$ cat config.mk
export PLATFORM = sky130hd
export DESIGN_NAME = f1_reaction_timer
export DESIGN_NICKNAME = d
export VERILOG_FILES = /design/src/rtl/f1_reaction_timer.sv
export SDC_FILE = /design/constraint.sdc
export NUM_CORES = 1
export LEC_CHECK = 0
export ABC_AREA = 1
export BUFFER_PORTS_ARGS = -buffer_cell sky130_fd_sc_hd__buf_2
export CAP_MARGIN = 20
export CELL_PAD_IN_SITES_DETAIL_PLACEMENT = 0
export CELL_PAD_IN_SITES_GLOBAL_PLACEMENT = 1
export CORE_MARGIN = 2
export CORE_UTILIZATION = 44
export DETAILED_ROUTE_END_ITERATION = 8
export PLACE_DENSITY = 0.86
export SYNTH_ARGS = -nofsm -noshare
export SYNTH_HDL_FRONTEND = slang
export SYNTH_SLANG_ARGS = --single-unit
$ cat constraint.sdc
create_clock -name clk -period 3.2 [get_ports clk]
set_input_delay 0 -clock clk [delete_from_list [all_inputs] [get_ports clk]]
set_output_delay 0 -clock clk [all_outputs]
set_load 0.03 [all_outputs]
$ cat src/rtl/f1_reaction_timer.sv
// F1 start-light receiver: checks the 00->01->..->FF->00 build-up, times the driver's reaction
// from lights-out in ticks, and flags jump starts / illegal sequences. Optional macro: BEST_TIME_EN.
module f1_reaction_timer #(
    parameter int CNT_WIDTH = 12,
    parameter int TIMEOUT   = 2000
) (
    input  logic                 clk,
    input  logic                 rst_n,
    input  logic [7:0]           lights,
    input  logic                 tick,
    input  logic                 btn,
    output logic [CNT_WIDTH-1:0] react_time,
    output logic                 time_valid,
    output logic                 timeout,
    output logic                 jump_start,
    output logic                 seq_error,
    output logic [CNT_WIDTH-1:0] best_time
);

    typedef enum logic [2:0] {
        IDLE,
        ARMING,
        FULL,
        TIMING,
        CLEAR
    } state_t;

    localparam logic [CNT_WIDTH-1:0] TO_CNT = CNT_WIDTH'(TIMEOUT);

    state_t               state_q, state_d;
    logic [7:0]           lights_q;
    logic                 btn_q;
    logic [CNT_WIDTH-1:0] cnt_q, cnt_d;
    logic [CNT_WIDTH-1:0] react_q, react_d;
    logic                 tv_q, tv_d;
    logic                 to_q, to_d;
    logic                 js_q, js_d;
    logic                 se_q, se_d;
    logic                 btn_rise;
    logic                 grow;
    logic                 legal_step;

    function automatic logic [CNT_WIDTH-1:0] sat_inc(input logic [CNT_WIDTH-1:0] v);
        return (v == '1) ? v : v + CNT_WIDTH'(1);
    endfunction

    assign btn_rise   = btn & ~btn_q;
    assign grow       = (lights == {lights_q[6:0], 1'b1});
    assign legal_step = (lights == lights_q) || grow || (lights_q == 8'hFF && lights == 8'h00);

    always_comb begin
        state_d = state_q;
        cnt_d   = cnt_q;
        react_d = react_q;
        tv_d    = 1'b0;
        to_d    = 1'b0;
        js_d    = 1'b0;
        se_d    = 1'b0;
        case (state_q)
            IDLE: begin
                if (lights_q == 8'h00 && lights == 8'h01) state_d = ARMING;
            end
            ARMING: begin
                // an illegal step outranks a simultaneous button edge
                if (!legal_step) begin
                    se_d    = 1'b1;
                    state_d = CLEAR;
                end else if (btn_rise) begin
                    js_d    = 1'b1;
                    state_d = CLEAR;
                end else if (lights == 8'hFF) begin
                    state_d = FULL;
                end
            end
            FULL: begin
                if (lights == 8'h00) begin
                    cnt_d   = '0;
                    state_d = TIMING;
                end else if (lights != 8'hFF) begin
                    se_d    = 1'b1;
                    state_d = CLEAR;
                end else if (btn_rise) begin
                    js_d    = 1'b1;
                    state_d = CLEAR;
                end
            end
            TIMING: begin
                if (lights != 8'h00) begin
                    se_d    = 1'b1;
                    state_d = CLEAR;
                end else if (btn_rise) begin
                    react_d = cnt_q;
                    tv_d    = 1'b1;
                    state_d = IDLE;
                end else if (tick) begin
                    cnt_d = sat_inc(cnt_q);
                    if (cnt_d >= TO_CNT) begin
                        react_d = '1;
                        tv_d    = 1'b1;
                        to_d    = 1'b1;
                        state_d = IDLE;
                    end
                end
            end
            CLEAR: begin
                if (lights == 8'h00) state_d = IDLE;
            end
            default: state_d = IDLE;
        endcase
    end

    always_ff @(posedge clk or negedge rst_n) begin
        if (!rst_n) begin
            state_q  <= IDLE;
            lights_q <= 8'h00;
            btn_q    <= 1'b0;
            cnt_q    <= '0;
            react_q  <= '0;
            tv_q     <= 1'b0;
            to_q     <= 1'b0;
            js_q     <= 1'b0;
            se_q     <= 1'b0;
        end else begin
            state_q  <= state_d;
            lights_q <= lights;
            btn_q    <= btn;
            cnt_q    <= cnt_d;
            react_q  <= react_d;
            tv_q     <= tv_d;
            to_q     <= to_d;
            js_q     <= js_d;
            se_q     <= se_d;
        end
    end

`ifdef BEST_TIME_EN
    logic [CNT_WIDTH-1:0] best_q;

    always_ff @(posedge clk or negedge rst_n) begin
        if (!rst_n) begin
            best_q <= '1;
        end else if (tv_d && !to_d && react_d < best_q) begin
            best_q <= react_d;
        end
    end

    assign best_time = best_q;
`else
    assign best_time = '1;
`endif

    assign react_time = react_q;
    assign time_valid = tv_q;
    assign timeout    = to_q;
    assign jump_start = js_q;
    assign seq_error  = se_q;

endmodule
==> impl_metrics.yaml, run 1 <==
setup_path:
  worstReg2RegStart: "cnt_q[0]"
  cpPeakStageDelay_ps: 530
  crit_path_end_kind: "flip-flop"
  reg2reg_depth: 11
  crit_path_top_delay_cell: "dlygate4sd3_1"
  cp.depth: 12
  critical_path_required_ps: 3380
  regToRegSetupSlack_ps: 1150
  path_cells: "dlygate4sd3_1, buf_2, nor2_1, nand3_1, nor2_4, inv_1, nor2_4, nand3_2, nand2_2, nand2_2, xor2_1, a21oi_1"
  cp_data_arrival_time_ps: 2230
  crit_fanout: 14
  critPathBufInv: 3
  regToRegEndpoint: "react_time[10]"
  critPathKind: "in2reg"
  crit_path_start_kind: "primary input"
  cp_top_family: "simple AND/OR/NAND/NOR gates"
final_layout:
  antenna_cells: 0
  regArea_um2: 1000
  finish.net_count: 363
  n_fill_cell: 520
  final_common_cell: "nand2_1"
  final_cell_mix: "nand2_1 (63), inv_1 (49), dfrtp_1 (40)"
  fin_util_pct: 53.3
  syn_to_final_growth_pct: 16.2
  multi_input_area_um2: 1120
  drive_gt1_share_pct: 16.9
yosys:
  synth_cell_type_count: 29
  synth_top_area_cell: "dfrtp_1"
  avgSynthCellArea_um2: 7.66
  synth_seq_cells: 40
  synth.area.top_cells: "dfrtp_1 (42%), nand2_1 (10%), inv_1 (7.7%)"
  synth_top_area_share_pct: 42.1
  syn_area_um2: 2370
  yosysSeqAreaShare_pct: 42.1
  ys.warnings.count: 0
  postSynthCellCount: 310
hold_path:
  min_path_type: "in2reg"
  holdPathEnd: "timeout"
  whs_path_depth: 3
  worstHoldStart: "tick"
clocking:
  cts_made_buffers: 5
  clkTransAtPathRegs_ps: 80
  cts_tree: "built"
  cts_resized: 0
  htree_num_levels: 2
  cts.sinks: 40
  cts_hold_buf: 10
  clock_latency_ps: 300
  clock_path_buffers: 2
  cts_setup_buffers: 0
  cts_root_buf: "clkbuf_8"
placement:
  portBuffers: 27
  dp_hpwl_mm: 3.65
  place_congestion: 0.848
drt:
  vias: 2068
  routed_via_density: 4.92
  finalWirelength_mm: 4.95
  drt-initial-drc-count: 136
  dr.pass1.iters: 5
  antenna_left: 0
  drc: 0
  routedWlPerCell_um: 11.8
power:
  p_leak_nw: 1.42
  ir_worst_vdd_mv: 0.214
  p_per_area_nw_per_um2: 454
floorplan:
  die_y_um: 77.5
  rows: 26
  die-area_um2: 6000
  ios: 40
  initial_utilization_pct: 45.9
  die_w_um: 77.5
  core_um2: 5170
grt:
  grt_max_degree: 41
  antenna_found_initial: 0
  grt_use_total_pct: 18.2
  grt_first_pass_wirelength_mm: 8.76
  grt_pass1_vias: 2052
  grt.overflow.total: 0
sta:
  fin_crit_ps: 2060
  maxSlewViolCount: 0
  finalSetupViolations: 0
  rsz0062_at_grt: "false"
  final_hold_viol_count: 0
  tightest_slew_ps: 887
  fin_worst_skew_ps: 7.97
  slew_headroom_pct: 40.8
  fmax_ghz: 0.486
  finalCritPeriodShare_pct: 64.3
  tns_ps: 0
job:
  drv_cap: 0
outcome:
  status: "finished, final reports clean"
==> Yosys cell counts (all sizes together) <==
master	n
nor3	8
o21ai	9
nand4	14
o211ai	1
o22ai	6
xnor2	4
and2	1
buf	13
nand3	24
ha	1
dfrtp	40
o31ai	1
conb	1
inv	49
nor2	43
a21oi	22
xor2	3
nand2	68
clkbuf	2
==> flip-flops by register name, summed over array words and instances, names as in the netlist <==
signal and count:
btn_q 1, seq_error 1, lights_q 8, cnt_q 12, react_time 12, jump_start 1, time_valid 1, timeout 1
state_q 3
==> cells by family after synthesis <==
kind of cell / after synthesis / synth area share [%]
compound gates: 39 / 10.2
xor+xnor: 7 / 2.58
fa+ha+maj: 1 / 0.527
buf+inv: 64 / 12.3
flops: 40 / 42.1
other cells: 1 / 0.158
simple gates: 158 / 32.1
==> worst max-delay path by stage <==
stage               slack, ps             end       from
finish                   1140        cnt_q[0]  lights[7]
global route              890        cnt_q[0]  lights[7]
CTS                      1120  react_time[10]   cnt_q[0]
detailed placement       1150  react_time[10]   cnt_q[0]
global placement         1230   react_time[8]   cnt_q[0]
floorplan                1440   react_time[0]   cnt_q[0]
==> per-stage QoR <==
| step | std cells | worst slack, ps | power, mW | hold WS, ps | cell area (um2) |
|---|---|---|---|---|---|
| CTS | 420 | 1120 | 1.26 | 164 | 2760 |
| global route | 420 | 892 | 1.32 | 199 | 2760 |
| finish | 420 | 1140 | 1.25 | 163 | 2760 |
| global placement | 403 | 1230 | 0.762 | 126 | 2530 |
| detailed placement | 403 | 1150 | 0.762 | 125 | 2530 |
| floorplan | 321 | 1440 | 0.717 | -296 | 2420 |
==> final cells by class <==
cell class	instances	share of cell area, %
Sequential cell	40	36.3
Clock inverter	2	2.18
Inverter	49	6.67
Multi-Input combinational cell	217	40.7
Timing Repair Buffer	37	8.53
Clock buffer	5	2.49
Tap cell	70	3.17
==> per-layer routing <==
layer	up-vias	share of wire [%]	GRT usage, %
met1	965	44	22.5
met5	-	0	0
met4	0	1.8	6.07
met3	8	3.8	3.84
met2	47	50	31.5
li1	1048	-	-
==> tightest hold or removal path, delay by kind of cell <==
| family | cells | cell delay, ps |
|---|---|---|
| AO/OA/AOI/OAI | 1 | 80 |
| buffers and inverters | 1 | 110 |
| AND/OR/NAND/NOR | 1 | 230 |
==> where the power goes <==
part	switching (mW)	internal [mW]
sequential	0.0228	0.530
clock	0.185	0.307
combinational	0.138	0.0691
total	0.345	0.907
Power figures use the tool's default switching activity.
==> run 2: changes to the inputs <==
Settings changed: ABC_AREA 1 to 0, CORE_UTILIZATION 44 to 43, PLACE_DENSITY 0.86 to 0.81.
Clock period 3.2 ns to 1.9 ns, I/O delays scaled along.
==> run 2 against run 1 <==
Against the previous run:
- the flow now finishes with violations (negative setup slack)
- synthesized area down 0.16%
- power up 74%
- wire length up 17%
- critical path depth down 3
- cell area up 17%
- final cell count down 2.1%
- setup slack worse by 1300 ps
- synthesized cell count down 19%
==> impl_metrics.yaml, run 2 <==
clocking:
  clock_latency_ps: 300
  clkTransAtPathRegs_ps: 80
  htree_num_levels: 2
  cts_made_buffers: 5
  cts.sinks: 40
  cts_root_buf: "clkbuf_8"
  cts_tree: "built"
  clock_path_buffers: 2
yosys:
  synth_top_area_share_pct: 42.2
  avgSynthCellArea_um2: 9.45
  ys.warnings.count: 0
  synth.area.top_cells: "dfrtp_1 (42%), xnor2_1 (6.6%), mux2i_1 (5.5%)"
  postSynthCellCount: 251
  synth_seq_cells: 40
  synthArstFlopShare_pct: 100
  syn_area_um2: 2370
  yosysMostFrequentCell: "dfrtp_1"
  yosysSeqAreaShare_pct: 42.2
  synth_ff_type: "dfrtp_1"
  synth_top_area_cell: "dfrtp_1"
  synth_edf_count: 0
  synthTopCellsByCount: "dfrtp_1 (40), nand2_1 (29), xnor2_1 (18)"
  synth_cell_type_count: 45
final_layout:
  antenna_cells: 0
  n_fill_cell: 497
  regArea_um2: 1000
  final_cell_mix: "buf_4 (51), dfrtp_1 (38), nand2_1 (28)"
  multi_input_area_um2: 1340
  syn_to_final_growth_pct: 36.0
  finish.net_count: 351
  drive_gt1_share_pct: 32.7
  final-instance-count-excl-fill: 411
  final_common_cell: "buf_4"
  fin_util_pct: 59.7
placement:
  portBuffers: 27
  place_congestion: 0.915
  dp.cells: 390
  dp_hpwl_mm: 4.19
  place_ws_ps: -224
setup_path:
  worstReg2RegStart: "cnt_q[0]"
  critical_path_required_ps: 2080
  reg2reg_depth: 9
  path_cells: "ha_4, buf_6, nand4_1, buf_4, nand2_2, o31a_1, o41ai_4, nor4_2, o32a_1"
  crit_path_top_delay_cell: "dfrtp_2"
  regToRegEndpoint: "state_q[1]"
  crit_path_end_kind: "flip-flop"
  cp_data_arrival_time_ps: 2270
  crit_fanout: 4
  cpPeakStageDelay_ps: 460
  regToRegSetupSlack_ps: -190
  crit_path_start_kind: "flip-flop"
  critPathKind: "reg2reg"
sta:
  setup_slack_ps: -190
  finalSetupViolations: 16
  fin_worst_skew_ps: 10.1
  fin_hold_ws_ps: 69.5
  fmax_ghz: 0.478
  fin_crit_ps: 2090
  finalCritPeriodShare_pct: 110
  rsz0062_at_grt: "true"
  maxSlewViolCount: 0
  final_hold_viol_count: 0
grt:
  grt.overflow.total: 0
  antenna_found_initial: 0
  grt_pass1_vias: 2091
  grt_use_total_pct: 20.1
  grt_max_degree: 23
  grt_first_pass_wirelength_mm: 9.77
power:
  p_per_area_nw_per_um2: 675
  p_leak_nw: 1.49
  ir_worst_vdd_mv: 0.435
  finalPower_mw: 2.18
drt:
  drt-initial-drc-count: 129
  antenna_left: 0
  drc: 0
  finalWirelength_mm: 5.79
  dr.pass1.iters: 4
  routed_via_density: 5.29
  routedWlPerCell_um: 14.1
  vias: 2176
floorplan:
  initial_utilization_pct: 43.9
  ios: 40
  die_w_um: 78.3
  core_um2: 5410
  die_y_um: 78.3
  rows: 27
  die-area_um2: 6120
hold_path:
  worstHoldStart: "tick"
  holdPathEnd: "time_valid"
  whs_path_depth: 3
  min_path_type: "in2reg"
job:
  drv_cap: 0
outcome:
  status: "complete, but fails checks"
  violations: "negative setup slack"
==> run 2: changes by cell type after synthesis, moves of 8 or more <==
| cell | previous run | this run |
|---|---|---|
| a21oi_2 | 9 | 0 |
| nand3_1 | 20 | 6 |
| inv_1 | 49 | 5 |
| nor2_1 | 36 | 15 |
| buf_2 | 0 | 8 |
| nand2_1 | 63 | 29 |
| nand2b_1 | 0 | 8 |
| xnor2_1 | 4 | 18 |
| mux2i_1 | 0 | 13 |
==> run 2: logic make-up (layout without fill, tap and decap cells) <==
family	count (synthesis)	after routing	share of synthesized area (%)
and+or+nand+nor	103	104	23.8
AOI/OAI and AO/OA	45	45	13.7
DFF	40	40	42.2
buffers and inverters	29	105	7.07
xor gates and xnor gates	19	19	7.02
muxes	13	13	5.49
adders and majority gates	1	1	0.528
other	1	12	0.158
==> run 2: power by group <==
part           switching (mW)  internal, mW  leakage (nW)
clock network           0.299         0.295        0.0445
logic                   0.316         0.295         0.916
registers              0.0696         0.903         0.529
==> run 2: cell type report <==
cell class                      count  share of cell area (%)
Multi-Input combinational cell    194                    41.5
Tap cell                           72                    2.79
Clock inverter                      1                   0.233
Sequential cell                    40                    31.1
Inverter                            5                   0.582
Clock buffer                        7                    2.68
Timing Repair Buffer               92                    21.1
==> run 2: worst max path at each step <==
stage          startpoint          to  slack, ps  depth (start not counted)
4_1_cts          cnt_q[0]  state_q[1]       -200                          9
6_report         cnt_q[0]  state_q[1]       -190                          9
2_1_floorplan    cnt_q[0]  state_q[1]       -130                          6
5_1_grt          cnt_q[0]  state_q[1]       -280                          9
3_3_place_gp     cnt_q[1]  state_q[1]       -150                          6
3_5_place_dp     cnt_q[1]  state_q[1]       -220                          6
==> run 2: critical path: cells and delay by family (launching register included) <==
kind	cells	cell delay [ps]
AO/OA/AOI/OAI	3	860
flip-flops	1	460
AND/OR/NAND/NOR	3	230
buffers and inverters	2	230
adder cells (fa/ha/maj)	1	200
==> run 2: metal layers <==
layer / track usage, % / routed length [um] / vias up
li1: - / - / 1059
met1: 25.6 / 2550 / 1042
met2: 33.4 / 2850 / 66
met3: 4.48 / 287 / 9
met4: 7.89 / 102 / 0
met5: 0 / 0 / -
==> run 2: through the flow <==
stage	setup TNS (ps)	area (um2)
2_1_floorplan	-771	2470
3_3_place_gp	-1070	2970
3_5_place_dp	-1860	2970
4_1_cts	-1630	3180
5_1_grt	-3430	3230
6_report	-1290	3230
==> run 2: what timing repair did <==
| action | CTS | global route |
|---|---|---|
| pin swaps | 5 | 3 |
| gates cloned | 0 | 1 |
| setup buffers | 1 | 1 |
| setup endpoints to repair | 16 | 24 |
| hold buffers | 10 | 0 |
| hold endpoints to repair | 39 | 0 |
| gates resized for setup | 2 | 6 |
